--- config.mk ---
export PLATFORM = sky130hd
export DESIGN_NAME = rx_packet_dispatcher_flat
export DESIGN_NICKNAME = d
export VERILOG_FILES = /design/src/rtl/rx_packet_dispatcher_pkg.sv /design/src/rtl/rx_packet_dispatcher_if.sv /design/src/rtl/rx_packet_dispatcher_timeout.sv /design/src/rtl/rx_packet_dispatcher.sv /design/src/flat_wrapper.sv
export SDC_FILE = /design/constraint.sdc
export NUM_CORES = 1
export LEC_CHECK = 0
export BUFFER_PORTS_ARGS = -buffer_cell sky130_fd_sc_hd__buf_4
export CAP_MARGIN = 5
export CORE_ASPECT_RATIO = 0.6
export CORE_MARGIN = 2
export CORE_UTILIZATION = 47
export DETAILED_ROUTE_END_ITERATION = 6
export PLACE_DENSITY = 0.83
export SLEW_MARGIN = 20
export SYNTH_ARGS = -nofsm -noshare
export SYNTH_HDL_FRONTEND = slang
export SYNTH_SLANG_ARGS = --single-unit
export TNS_END_PERCENT = 1
--- constraint.sdc ---
create_clock -name clk -period 1.85 [get_ports clk]
set_input_delay 0.0925 -clock clk [delete_from_list [all_inputs] [get_ports clk]]
set_output_delay 0.0925 -clock clk [all_outputs]
set_load 0.1 [all_outputs]
--- src/rtl/rx_packet_dispatcher_pkg.sv ---
// Shared constants for the receive-side dispatcher: FSM state codes,
// timeout status bit and the default response timeout.
package rx_packet_dispatcher_pkg;

   typedef enum logic [1:0] {
      HC_ACT        = 2'b00,
      SC_ACT        = 2'b01,
      DISP_WAIT_REQ = 2'b10,
      START_DISP    = 2'b11
   } dispState_t;

   localparam int RX_TIME_OUT_BIT    = 6;
   localparam int RX_TIMEOUT_DEFAULT = 72;   // 18 FS bit times at 48 MHz

   // Status byte reported to a client whose packet never arrived.
   localparam logic [7:0] RX_TIME_OUT_STATUS = 8'(1 << RX_TIME_OUT_BIT);

endpackage

--- src/rtl/rx_packet_dispatcher_if.sv ---
// Client handshakes and receive-processor bus of the dispatcher.
// master = clients plus processor side, slave = the dispatcher itself.
interface rx_packet_dispatcher_if;

   logic       HC_req;
   logic       HC_gnt;
   logic       HC_rx_en;
   logic       HC_rx_rdy;
   logic       SC_req;
   logic       SC_gnt;
   logic       SC_rx_en;
   logic       SC_rx_rdy;
   logic       rx_en;
   logic       rx_rdy;
   logic [3:0] rx_pid;
   logic [7:0] rx_status;
   logic [3:0] rx_pid_q;
   logic [7:0] rx_status_q;

   modport master (
      output HC_req, HC_rx_en, SC_req, SC_rx_en, rx_rdy, rx_pid, rx_status,
      input  HC_gnt, HC_rx_rdy, SC_gnt, SC_rx_rdy, rx_en, rx_pid_q, rx_status_q
   );

   modport slave (
      input  HC_req, HC_rx_en, SC_req, SC_rx_en, rx_rdy, rx_pid, rx_status,
      output HC_gnt, HC_rx_rdy, SC_gnt, SC_rx_rdy, rx_en, rx_pid_q, rx_status_q
   );

endinterface

--- src/rtl/rx_packet_dispatcher_timeout.sv ---
// 16-bit response timeout counter: synchronous clear, increment, and a
// terminal-count flag when the count reaches TIMEOUT_CYCLES-1.
module rx_timeout_counter #(
   parameter int TIMEOUT_CYCLES = 72
) (
   input  logic clk,
   input  logic rst,
   input  logic clr,
   input  logic inc,
   output logic termCnt
);

   localparam logic [15:0] CNT_TC = 16'(TIMEOUT_CYCLES - 1);

   logic [15:0] count;

   // Count enabled cycles; clear has priority over increment.
   always_ff @(posedge clk) begin
      if (rst || clr)
         count <= '0;
      else if (inc)
         count <= count + 16'd1;
   end

   assign termCnt = (count == CNT_TC);

endmodule

--- src/rtl/rx_packet_dispatcher.sv ---
// Shares one receive-packet processor between the host controller (HC)
// and the slave controller (SC). HC has fixed priority; the owner keeps
// the processor until it drops its req. A timeout releases a client
// waiting on a packet that never arrives.
module rx_packet_dispatcher
   import rx_packet_dispatcher_pkg::*;
#(
   parameter int TIMEOUT_CYCLES = RX_TIMEOUT_DEFAULT
) (
   input logic                   clk,
   input logic                   rst,
   rx_packet_dispatcher_if.slave bus
);

   dispState_t state, nextState;
   logic       muxSCNotHC, muxNext;
   logic       toLatched;
   logic       grantAct;
   logic       selReq;
   logic       selRxEn;
   logic       rxEnInt;
   logic       capture;
   logic       timeoutHit;
   logic       termCnt;
   logic       cntClr;

   assign grantAct = (state == HC_ACT) || (state == SC_ACT);
   assign selReq   = muxSCNotHC ? bus.SC_req   : bus.HC_req;
   assign selRxEn  = muxSCNotHC ? bus.SC_rx_en : bus.HC_rx_en;

   // A latched timeout masks the owner's stale enable so the processor
   // is not re-armed until the owner drops rx_en or req.
   assign rxEnInt    = selRxEn & grantAct & ~toLatched;
   assign capture    = rxEnInt & bus.rx_rdy;
   assign timeoutHit = rxEnInt & termCnt & ~bus.rx_rdy;   // real packet wins

   assign bus.rx_en  = rxEnInt;
   assign bus.HC_gnt = (state == HC_ACT);
   assign bus.SC_gnt = (state == SC_ACT);

   // State and mux-select register.
   always_ff @(posedge clk) begin
      if (rst) begin
         state      <= START_DISP;
         muxSCNotHC <= 1'b0;
      end else begin
         state      <= nextState;
         muxSCNotHC <= muxNext;
      end
   end

   // Arbitration: fixed HC priority, owner holds until its req drops.
   always_comb begin
      nextState = state;
      muxNext   = muxSCNotHC;
      case (state)
         START_DISP:    nextState = DISP_WAIT_REQ;
         DISP_WAIT_REQ: begin
            if (bus.HC_req) begin
               nextState = HC_ACT;
               muxNext   = 1'b0;
            end else if (bus.SC_req) begin
               nextState = SC_ACT;
               muxNext   = 1'b1;
            end
         end
         HC_ACT, SC_ACT: if (!selReq) nextState = DISP_WAIT_REQ;
         default:        nextState = START_DISP;
      endcase
   end

   // Timeout latch: set on terminal count, cleared by the owner backing off.
   always_ff @(posedge clk) begin
      if (rst)
         toLatched <= 1'b0;
      else if (!grantAct || !selReq || !selRxEn)
         toLatched <= 1'b0;
      else if (timeoutHit)
         toLatched <= 1'b1;
   end

   assign cntClr = ~rxEnInt | ~selReq | capture | timeoutHit;

   rx_timeout_counter #(
      .TIMEOUT_CYCLES(TIMEOUT_CYCLES)
   ) uTimeout (
      .clk     (clk),
      .rst     (rst),
      .clr     (cntClr),
      .inc     (rxEnInt),
      .termCnt (termCnt)
   );

   // Result capture and one-cycle ready pulse to the owner only.
   always_ff @(posedge clk) begin
      if (rst) begin
         bus.HC_rx_rdy   <= 1'b0;
         bus.SC_rx_rdy   <= 1'b0;
         bus.rx_pid_q    <= '0;
         bus.rx_status_q <= '0;
      end else begin
         bus.HC_rx_rdy <= (capture | timeoutHit) & ~muxSCNotHC;
         bus.SC_rx_rdy <= (capture | timeoutHit) &  muxSCNotHC;
         if (capture) begin
            bus.rx_pid_q    <= bus.rx_pid;
            bus.rx_status_q <= bus.rx_status;
         end else if (timeoutHit) begin
            bus.rx_pid_q    <= 4'h0;
            bus.rx_status_q <= RX_TIME_OUT_STATUS;
         end
      end
   end

endmodule

--- src/flat_wrapper.sv ---
// flat-port wrapper written by rule: the top's interface ports become plain ports
module rx_packet_dispatcher_flat import rx_packet_dispatcher_pkg::*;
#(
   parameter int TIMEOUT_CYCLES = RX_TIMEOUT_DEFAULT
)
  (clk, rst, bus_HC_req, bus_HC_rx_en, bus_SC_req, bus_SC_rx_en, bus_rx_rdy, bus_rx_pid, bus_rx_status, bus_HC_gnt, bus_HC_rx_rdy, bus_SC_gnt, bus_SC_rx_rdy, bus_rx_en, bus_rx_pid_q, bus_rx_status_q);
  rx_packet_dispatcher_if bus_i ();
  input logic clk;
  input logic rst;
  input wire logic [$bits(bus_i.HC_req)-1:0] bus_HC_req;
  input wire logic [$bits(bus_i.HC_rx_en)-1:0] bus_HC_rx_en;
  input wire logic [$bits(bus_i.SC_req)-1:0] bus_SC_req;
  input wire logic [$bits(bus_i.SC_rx_en)-1:0] bus_SC_rx_en;
  input wire logic [$bits(bus_i.rx_rdy)-1:0] bus_rx_rdy;
  input wire logic [$bits(bus_i.rx_pid)-1:0] bus_rx_pid;
  input wire logic [$bits(bus_i.rx_status)-1:0] bus_rx_status;
  output wire logic [$bits(bus_i.HC_gnt)-1:0] bus_HC_gnt;
  output wire logic [$bits(bus_i.HC_rx_rdy)-1:0] bus_HC_rx_rdy;
  output wire logic [$bits(bus_i.SC_gnt)-1:0] bus_SC_gnt;
  output wire logic [$bits(bus_i.SC_rx_rdy)-1:0] bus_SC_rx_rdy;
  output wire logic [$bits(bus_i.rx_en)-1:0] bus_rx_en;
  output wire logic [$bits(bus_i.rx_pid_q)-1:0] bus_rx_pid_q;
  output wire logic [$bits(bus_i.rx_status_q)-1:0] bus_rx_status_q;
  assign bus_i.HC_req = bus_HC_req;
  assign bus_i.HC_rx_en = bus_HC_rx_en;
  assign bus_i.SC_req = bus_SC_req;
  assign bus_i.SC_rx_en = bus_SC_rx_en;
  assign bus_i.rx_rdy = bus_rx_rdy;
  assign bus_i.rx_pid = bus_rx_pid;
  assign bus_i.rx_status = bus_rx_status;
  assign bus_HC_gnt = bus_i.HC_gnt;
  assign bus_HC_rx_rdy = bus_i.HC_rx_rdy;
  assign bus_SC_gnt = bus_i.SC_gnt;
  assign bus_SC_rx_rdy = bus_i.SC_rx_rdy;
  assign bus_rx_en = bus_i.rx_en;
  assign bus_rx_pid_q = bus_i.rx_pid_q;
  assign bus_rx_status_q = bus_i.rx_status_q;
  rx_packet_dispatcher #(.TIMEOUT_CYCLES(TIMEOUT_CYCLES)) u_core (.clk(clk), .rst(rst), .bus(bus_i));
endmodule
==> flow_metrics.env, run 1 <==
export IMPL_routed_wl_um=4650
export IMPL_io_buffer_count=35
export IMPL_vias_per_cell=6.04
export IMPL_cts_sink_count=34
export IMPL_power_density_nw_per_um2=745
export IMPL_io_pins=36
export IMPL_crit_type="reg -> out"
export IMPL_grt_overflow=0
export IMPL_diodes=0
export IMPL_finClkSkew_ps=2.85
export IMPL_grt_max_degree=18
export IMPL_crit_family="buffers and inverters"
export IMPL_rows=15
export IMPL_cts_hold_buf=0
export IMPL_synth_xor_area_share=0.0469
export IMPL_avgSynthCellArea_um2=8.63
export IMPL_grt_usage=0.250
export IMPL_yosysSeqAreaShare=0.456
export IMPL_die_h_um=47.7
export IMPL_ir_worst_vdd_v=0.000428
export IMPL_synth_compound_area_frac=0.203
export IMPL_final_area_um2=2070
export IMPL_drv_cap=0
export IMPL_cp_start_kind="flop"
export IMPL_cts_buffer_depth=2
export IMPL_post_route_period_util=1.01
export IMPL_clk_latency_ps=290
export IMPL_first_pass_iters=4
export IMPL_die_area_um2=3660
export IMPL_final_antenna_net_count=0
export IMPL_synth_top_family_by_area="simple AND/OR/NAND/NOR gates"
export IMPL_antenna_found_initial=0
export IMPL_maxClockFrequency_mhz=536
export IMPL_critical_path_max_stage_delay_ps=360
export IMPL_worstSetupEndpointType="output port"
export IMPL_slew_headroom=0.652
export IMPL_hold_viol=0
export IMPL_outcome="complete, but fails checks"
export IMPL_setup_ws_ps=-16.8
export IMPL_utilization=0.704
export IMPL_place_worst_setup_slack_ps=-112
export IMPL_dieWidth_um=76.8
export IMPL_synth_warnings=0
export IMPL_violations="negative setup slack"
export IMPL_yosysUniqueCellTypes=33
export IMPL_required_ps=1760
export IMPL_core_um2=2950
export IMPL_synth_fa_ha_area_frac=0.00838
export IMPL_rsz0062_at_grt="true"
export IMPL_crit_chain="mux2i_2, buf_4, or2_1, buf_6, clkinvlp_4, buf_12"
export IMPL_hold_class="in -> reg"
export IMPL_tightest_slew_ps=507
export IMPL_arrival_ps=1770
export IMPL_critical_path_buf_inv_count=4
export IMPL_drc=0
export IMPL_cts_tree="done"
export IMPL_initial_core_util=0.507
export IMPL_gp_congestion=0.800
export IMPL_grt_pass1_vias=1419
export IMPL_post_drt_wl_per_cell_um=17.3
export IMPL_path_clk_slew_ps=70
export IMPL_power_leakage_uw=0.000796
export IMPL_dp_hpwl_um=3180
export IMPL_slowest_stage="dfxtp_2"
export IMPL_dpl_cell_area_um2=1900
export IMPL_syn_inst=173
export IMPL_setup_violations_final=2
export IMPL_drive_gt1_frac=0.341
export IMPL_yosys_area_share_simple=0.229
export IMPL_synth_seq_cells=34
export IMPL_nets=245
export IMPL_num_vias=1620
export IMPL_first_iter_violations=177
export IMPL_report_final_slew_viol_count=0
export IMPL_syn_to_final_growth_pct=38.9
export IMPL_syn_nets=193
export IMPL_synth_area_um2=1490
export IMPL_cts_htree_levels=2
export IMPL_root_buffer="clkbuf_8"
export IMPL_synthMuxAreaShare=0.0134
export IMPL_grt_pass1_wl_um=6750
export IMPL_crit_path_max_fanout=9
export IMPL_numCtsBuffers=5
export IMPL_period_needed_ps=1870
export IMPL_tns_ps=-18.1
[stage by stage]
| step | total power [uW] | hold WS [ps] | instances |
|---|---|---|---|
| 2_1_floorplan | 889 | 165 | 173 |
| 3_3_place_gp | 962 | 305 | 257 |
| 3_5_place_dp | 971 | 311 | 257 |
| 4_1_cts | 1530 | 3.76 | 265 |
| 5_1_grt | 1590 | 8.08 | 268 |
| 6_report | 1540 | 1.78 | 268 |
[state kept, by name, summed over array words and instances, names as in the netlist]
signal and cells:
u_core.bus.rx_status_q 8, u_core.uTimeout.count 16, u_core.bus.rx_pid_q 4, u_core.bus.SC_rx_rdy 1, u_core.bus.HC_rx_rdy 1, u_core.state 2, u_core.toLatched 1, u_core.muxSCNotHC 1
[logic make-up after synthesis]
group,after synthesis
compound gates,51
xor+xnor,8
fa+ha+maj,1
buf+inv,17
flops,34
mux,2
simple gates,60
[worst register-to-register path: stages, from the launching register on]
cell and delay (ps):
dfxtp_2 340, mux2i_2 190, or4_4 600, or4_4 500, a21oi_2 160
[per-layer routing]
layer	up-vias	share of wire	global-route usage
met5	-	0	0
met4	0	0.018	0.127
met3	13	0.085	0.0509
met2	89	0.50	0.433
met1	778	0.40	0.314
li1	740	-	-
[where the power goes]
part | total [uW] | internal [uW] | switching, uW | leakage (uW)
Combinational | 226 | 79.7 | 146 | 0.000473
Sequential | 751 | 744 | 7.69 | 0.000275
Clock | 567 | 300 | 267 | 0.0000482
[cell usage in the layout, fill, tap and decap left out, drive strengths merged, types with 3 or more instances in the layout]
cell,instances
buf,55
dfxtp,34
a21oi,30
nor2,13
a211oi,12
nand3,8
xor2,7
clkbuf,7
or4,7
inv,6
nand2,5
or3,4
and3,4
nand4,3
o31ai,3
o21ai,3
or2,3
[layout make-up]
| cell class | instances | area (um^2) |
|---|---|---|
| Clock inverter | 1 | 5.00 |
| Inverter | 7 | 30.0 |
| Sequential cell | 34 | 682 |
| Multi-Input combinational cell | 122 | 788 |
| Clock buffer | 7 | 86.3 |
| Tap cell | 42 | 52.6 |
| Timing Repair Buffer | 55 | 429 |
| Fill cell | 214 | 873 |
[cells in the mapped netlist (all sizes together)]
cell	number	area, um^2
a211oi	12	90.1
a21oi	30	150
a221oi	1	8.76
and3	4	26.3
and4	2	17.5
buf	1	5.00
clkbuf	9	33.8
dfxtp	34	681
ha	1	12.5
inv	7	26.3
mux2i	2	20.0
nand2	5	18.8
nand2b	1	6.26
nand3	8	40.0
nand4	3	18.8
nor2	13	48.8
nor2b	2	12.5
nor3	2	10.0
nor3b	2	15.0
nor4	2	12.5
nor4b	2	17.5
o211ai	1	7.51
o21ai	3	15.0
o221ai	1	8.76
o31ai	3	22.5
or2	3	18.8
or3	4	25.0
or4	7	53.8
xnor2	1	8.76
xor2	7	61.3
[final timing paths]
path | cells past startpoint | slack (ps) | to | startpoint
hold / removal | 2 | 2 | u_core.muxSCNotHC$_SDFFE_PP0P_ | bus_HC_req
setup / recovery | 6 | -20 | bus_rx_en | u_core.muxSCNotHC$_SDFFE_PP0P_
hold reg to reg | 2 | 490 | u_core.bus.rx_status_q[6]$_SDFFE_PP0N_ | u_core.bus.rx_status_q[6]$_SDFFE_PP0N_
setup reg to reg | 4 | 0 | u_core.uTimeout.count[15]$_SDFFE_PP0N_ | u_core.muxSCNotHC$_SDFFE_PP0P_
[timing repair]
action                     in CTS  in global routing
buffers inserted                0                  3
pin swaps                       1                  0
cloned                          0                  0
gates resized for setup         6                  9
setup endpoints to repair       6                 24
(Power assumes the default switching activity.)
==> run 2: changes to the inputs <==
--- a/config.mk
+++ b/config.mk
@@ -9,9 +9,9 @@
 export CAP_MARGIN = 5
 export CORE_ASPECT_RATIO = 0.6
 export CORE_MARGIN = 2
-export CORE_UTILIZATION = 47
+export CORE_UTILIZATION = 52
 export DETAILED_ROUTE_END_ITERATION = 6
-export PLACE_DENSITY = 0.83
+export PLACE_DENSITY = 0.87
 export SLEW_MARGIN = 20
 export SYNTH_ARGS = -nofsm -noshare
 export SYNTH_HDL_FRONTEND = slang
==> constraint.sdc (replaced) <==
create_clock -name clk -period 1.78 [get_ports clk]
set_input_delay 0.089 -clock clk [delete_from_list [all_inputs] [get_ports clk]]
set_output_delay 0.089 -clock clk [all_outputs]
set_load 0.1 [all_outputs]
==> run 2 against run 1 <==
  * The run still ends with negative setup slack left
  * Sequential share of layout area is 1.1 points lower
  * Power is 3.7% higher
  * Global-route usage increased by 4.9 points
  * Setup slack lost 79 ps
  * Utilization is 12 points higher
  * Register-to-register slack got worse by 96 ps
  * Largest cell class unchanged
==> flow_metrics.env, run 2 (synthesis results as in run 1) <==
export IMPL_report_final_slew_viol_count=0
export IMPL_vias_per_cell=6.30
export IMPL_period_needed_ps=1880
export IMPL_die_h_um=45.5
export IMPL_drc=0
export IMPL_tightest_slew_ps=535
export IMPL_cts_sink_count=34
export IMPL_die_area_um2=3330
export IMPL_hold_ws_ps=14.6
export IMPL_worstSetupEndpointType="flop"
export IMPL_numCtsBuffers=5
export IMPL_crit_path_max_fanout=9
export IMPL_clock_power_share=0.358
export IMPL_required_ps=1990
export IMPL_routed_wl_um=4860
export IMPL_power_density_nw_per_um2=745
export IMPL_gp_congestion=0.802
export IMPL_num_vias=1614
export IMPL_rsz0062_at_grt="true"
export IMPL_slew_headroom=0.633
export IMPL_io_pins=36
export IMPL_fillers=152
export IMPL_setup_violations_final=14
export IMPL_drv_cap=0
export IMPL_core_um2=2610
export IMPL_reg_top3="u_core.uTimeout.count: 16 flops, u_core.bus.rx_status_q: 8 flops, u_core.bus.rx_pid_q: 4 flops"
export IMPL_hold_viol=0
export IMPL_p_switching_uw=443
export IMPL_place_worst_setup_slack_ps=-165
export IMPL_dieWidth_um=73.2
export IMPL_seq_power_share=0.488
export IMPL_grt_max_degree=18
export IMPL_grt_pass1_wl_um=7280
export IMPL_drive_gt1_frac=0.424
export IMPL_dpl_cell_area_um2=1900
export IMPL_intPower_uw=1160
export IMPL_setup_ws_ps=-96.3
export IMPL_crit_type="reg -> reg"
export IMPL_placedCellCount=248
export IMPL_clk_latency_ps=290
export IMPL_arrival_ps=2080
export IMPL_final_cell_mix="51 x buf_4, 32 x dfxtp_1, 25 x a21oi_1"
export IMPL_cts_buffer_depth=2
export IMPL_post_route_period_util=1.05
export IMPL_p_comb_frac=0.153
export IMPL_ir_worst_vdd_v=0.000640
export IMPL_violations="negative setup slack"
export IMPL_syn_to_final_growth_pct=43.9
export IMPL_finClkSkew_ps=8.92
export IMPL_nets=245
export IMPL_power_leakage_uw=0.000815
export IMPL_post_drt_wl_per_cell_um=19.0
export IMPL_cts_hold_buf=0
export IMPL_root_buffer="clkbuf_8"
export IMPL_hold_class="in -> reg"
export IMPL_grt_pass1_vias=1557
export IMPL_final_antenna_net_count=0
export IMPL_antenna_found_initial=0
export IMPL_largest_reg_flops=16
export IMPL_cp_start_kind="flop"
export IMPL_dp_hpwl_um=3130
export IMPL_diodes=0
export IMPL_switching_share=0.277
export IMPL_initial_core_util=0.572
export IMPL_rows=14
export IMPL_cts_htree_levels=2
export IMPL_grt_usage=0.299
export IMPL_outcome="complete, but fails checks"
export IMPL_final_area_um2=2150
export IMPL_first_pass_iters=5
export IMPL_grt_overflow=0
export IMPL_regMostFlops="u_core.uTimeout.count"
export IMPL_tns_ps=-370
export IMPL_mostFrequentLayoutCell="buf_4"
export IMPL_path_clk_slew_ps=70
export IMPL_cts_tree="done"
export IMPL_io_buffer_count=35
export IMPL_final_cells=256
export IMPL_maxClockFrequency_mhz=533
export IMPL_first_iter_violations=162
-- run 2: layer usage --
layer	vias up	wire length (um)	global-route usage
met2	95	2330	0.476
met4	0	146	0.174
met5	-	0	0
met1	757	1990	0.371
met3	23	390	0.0819
li1	739	-	-
-- run 2: metrics by stage --
step	util	power (uW)
6_report	0.823	1600
5_1_grt	0.823	1650
4_1_cts	0.782	1580
3_5_place_dp	0.727	1010
3_3_place_gp	0.727	1000
2_1_floorplan	-	924
-- run 2: critical path, cell delays in order, from the launching register on --
cell and delay (ps):
dfxtp_1 320, ha_1 240, nor4b_2 180, and4_2 260, or4_4 600, nor3_1 190
-- run 2: final cells by class --
class | instances | area [um^2] | share of cell area
Multi-Input combinational cell | 122 | 872 | 0.406
Sequential cell | 34 | 683 | 0.318
Timing Repair Buffer | 55 | 440 | 0.205
Clock buffer | 6 | 82.6 | 0.0384
Tap cell | 32 | 40.0 | 0.0186
Inverter | 7 | 30.0 | 0.0140
-- run 2: power groups by stage --
stage	Sequential (uW)	Combinational, uW	Clock (uW)
after global routing	782	258	609
final	782	246	574
after floorplan	843	81.0	0
after detailed placement	796	213	0
after CTS	779	227	573
after global placement	795	206	0
-- run 2: final timing paths --
path                            cells past startpoint                                endpoint  slack (ps)                              startpoint
worst max register to register                      5   u_core.uTimeout.count[0]$_SDFFE_PP0N_        -100   u_core.uTimeout.count[0]$_SDFFE_PP0N_
worst min register to register                      2  u_core.bus.rx_status_q[6]$_SDFFE_PP0N_         490  u_core.bus.rx_status_q[6]$_SDFFE_PP0N_
worst max-delay path                                5   u_core.uTimeout.count[0]$_SDFFE_PP0N_        -100   u_core.uTimeout.count[0]$_SDFFE_PP0N_
worst min-delay path                                2          u_core.muxSCNotHC$_SDFFE_PP0P_          10                              bus_HC_req
-- run 2: repair_timing --
action / in CTS / in global routing
endpoints found under the hold margin: 0 / 0
resized for setup: 16 / 22
pin swaps: 3 / 7
gates cloned: 0 / 0
setup endpoints to repair: 24 / 31
setup buffers: 0 / 2
==> run 3: changes to the inputs <==
--- a/config.mk
+++ b/config.mk
@@ -7,10 +7,11 @@
 export LEC_CHECK = 0
 export BUFFER_PORTS_ARGS = -buffer_cell sky130_fd_sc_hd__buf_4
 export CAP_MARGIN = 5
-export CORE_ASPECT_RATIO = 0.6
+export CORE_ASPECT_RATIO = 0.8
 export CORE_MARGIN = 2
 export CORE_UTILIZATION = 52
 export DETAILED_ROUTE_END_ITERATION = 6
+export GPL_TIMING_DRIVEN = 0
 export PLACE_DENSITY = 0.87
 export SLEW_MARGIN = 20
 export SYNTH_ARGS = -nofsm -noshare
==> run 3 against run 2 <==
  * The run still ends with negative setup slack left
  * Worst hold slack better by 57 ps
  * Clock skew down 3.9 ps
  * Non-clock buffer count down 8
  * Cell count unchanged
  * Combinational power down 5%
  * Utilization down 7.1 points
  * First-iteration DRC count down 52%
  * Global-route usage down 5.1 points
  * Critical endpoint is now u_core.uTimeout.count[15]$_SDFFE_PP0N_
  * Largest cell class unchanged
  * Largest power group unchanged
==> flow_metrics.env, run 3 (synthesis results as in run 1) <==
export IMPL_first_pass_iters=4
export IMPL_crit_path_max_fanout=6
export IMPL_initial_core_util=0.544
export IMPL_grt_pass1_vias=1406
export IMPL_cts_sink_count=34
export IMPL_vias_per_cell=5.86
export IMPL_grt_overflow=0
export IMPL_dp_hpwl_um=2700
export IMPL_power_leakage_uw=0.000750
export IMPL_power_density_nw_per_um2=765
export IMPL_hold_ws_ps=71.6
export IMPL_maxClockFrequency_mhz=555
export IMPL_report_final_slew_viol_count=0
export IMPL_rsz0062_at_grt="true"
export IMPL_nets=237
export IMPL_reg2reg_depth=4
export IMPL_grt_pass1_wl_um=6280
export IMPL_grt_usage=0.249
export IMPL_dieWidth_um=63.9
export IMPL_setup_ws_ps=-22.6
export IMPL_mostFrequentLayoutCell="buf_4"
export IMPL_reg2reg_from="u_core.state[1]$_SDFFE_PP1P_"
export IMPL_dpl_cell_area_um2=1810
export IMPL_regMostFlops="u_core.uTimeout.count"
export IMPL_first_iter_violations=77
export IMPL_largest_reg_flops=16
export IMPL_ir_worst_vdd_v=0.000506
export IMPL_worstSetupEndpoint="u_core.uTimeout.count[15]$_SDFFE_PP0N_"
export IMPL_arrival_ps=2090
export IMPL_placedCellCount=246
export IMPL_startpoint="u_core.state[1]$_SDFFE_PP1P_"
export IMPL_io_buffer_count=35
export IMPL_setup_violations_final=7
export IMPL_finClkSkew_ps=4.98
export IMPL_numCtsBuffers=5
export IMPL_final_area_um2=2060
export IMPL_clk_latency_ps=350
export IMPL_crit_type="reg -> reg"
export IMPL_r2r_end="u_core.uTimeout.count[15]$_SDFFE_PP0N_"
export IMPL_final_cells=256
export IMPL_multi_input_area_um2=861
export IMPL_rows=17
export IMPL_final_cell_mix="38 x buf_4, 29 x dfxtp_1, 28 x a21oi_1"
export IMPL_diodes=0
export IMPL_utilization=0.752
export IMPL_tightest_slew_ps=678
export IMPL_post_route_period_util=1.01
export IMPL_die_h_um=51.9
export IMPL_cts_htree_levels=2
export IMPL_post_drt_wl_per_cell_um=15.5
export IMPL_cp_start_kind="flop"
export IMPL_root_buffer="clkbuf_4"
export IMPL_io_pins=36
export IMPL_final_antenna_net_count=0
export IMPL_hold_viol=0
export IMPL_routed_wl_um=3960
export IMPL_grt_max_degree=12
export IMPL_r2r_slack_ps=-20
export IMPL_cts_tree="done"
export IMPL_drc=0
export IMPL_slew_headroom=0.548
export IMPL_gp_congestion=0.790
export IMPL_period_needed_ps=1800
export IMPL_antenna_found_initial=0
export IMPL_cts_buffer_depth=2
export IMPL_core_um2=2740
export IMPL_hold_class="in -> reg"
export IMPL_required_ps=2070
export IMPL_drv_cap=0
export IMPL_die_area_um2=3320
export IMPL_outcome="complete, but fails checks"
export IMPL_syn_to_final_growth_pct=38.3
export IMPL_violations="negative setup slack"
export IMPL_seq_area_um2=692
export IMPL_tns_ps=-121
export IMPL_num_vias=1499
export IMPL_fillers=200
export IMPL_drive_gt1_frac=0.376
export IMPL_path_clk_slew_ps=110
export IMPL_worstSetupEndpointType="flop"
export IMPL_reg_top3="u_core.uTimeout.count: 16 flops, u_core.bus.rx_status_q: 8 flops, u_core.bus.rx_pid_q: 4 flops"
-- run 3: changes by cell type in the layout (fill, tap and decap cells not counted), sizes merged --
| cell | change |
|---|---|
| clkbuf | +4 |
| dlygate4sd3 | +4 |
| clkinv | +2 |
| buf | -17 |
| bufinv | +1 |
-- run 3: timing repair --
item / 4_1_cts / 5_1_grt
pin swaps: 6 / 1
setup buffers: 3 / 0
endpoints found under the hold margin: 6 / 0
hold buffers: 4 / 0
resized for setup: 26 / 13
endpoints found under the setup margin: 29 / 25
-- run 3: cell type report --
class	instances	share of cell area
plain buffers	5	0.0152
clock buffers	5	0.0182
clock inverters	3	0.0194
inverters	7	0.0145
multi-input cells	122	0.417
flip-flops and latches	34	0.335
well taps	38	0.0230
repair buffers	42	0.158
-- run 3: worst min-delay path by stage --
stage	from	to	slack (ps)	depth (start not counted)
finish	bus_rx_pid[2]	u_core.bus.rx_pid_q[2]$_SDFFE_PP0N_	70	3
global route	bus_rx_pid[2]	u_core.bus.rx_pid_q[2]$_SDFFE_PP0N_	90	3
CTS	bus_rx_status[4]	u_core.bus.rx_status_q[4]$_SDFFE_PP0N_	50	3
detailed placement	bus_HC_req	u_core.muxSCNotHC$_SDFFE_PP0P_	310	2
global placement	bus_HC_req	u_core.muxSCNotHC$_SDFFE_PP0P_	300	2
floorplan	rst	u_core.bus.rx_status_q[3]$_SDFFE_PP0N_	160	1
-- run 3: worst max-delay path: stages (launching register included) --
cell and delay, ps:
dfxtp_4 360, or2_4 250, or4_4 560, or4_1 420, a21oi_1 150
-- run 3: per-layer routing --
metal	global-route usage	part of all wire	routed length, um
met4	0.145	0.025	97
met3	0.0758	0.054	215
met2	0.385	0.49	1920
met5	0	0	0
met1	0.308	0.44	1720
-- run 3: power breakdown --
part | switching, uW | internal, uW | leakage, uW | total (uW)
Sequential | 8.33 | 771 | 0.000277 | 780
Clock | 276 | 291 | 0.0000450 | 567
Combinational | 152 | 81.5 | 0.000428 | 233
-- run 3: per-stage QoR --
stage / power (uW) / setup slack (ps)
2_1_floorplan: 924 / -191
3_3_place_gp: 988 / -400
3_5_place_dp: 996 / -470
4_1_cts: 1580 / -61.9
5_1_grt: 1630 / -103
6_report: 1580 / -22.6
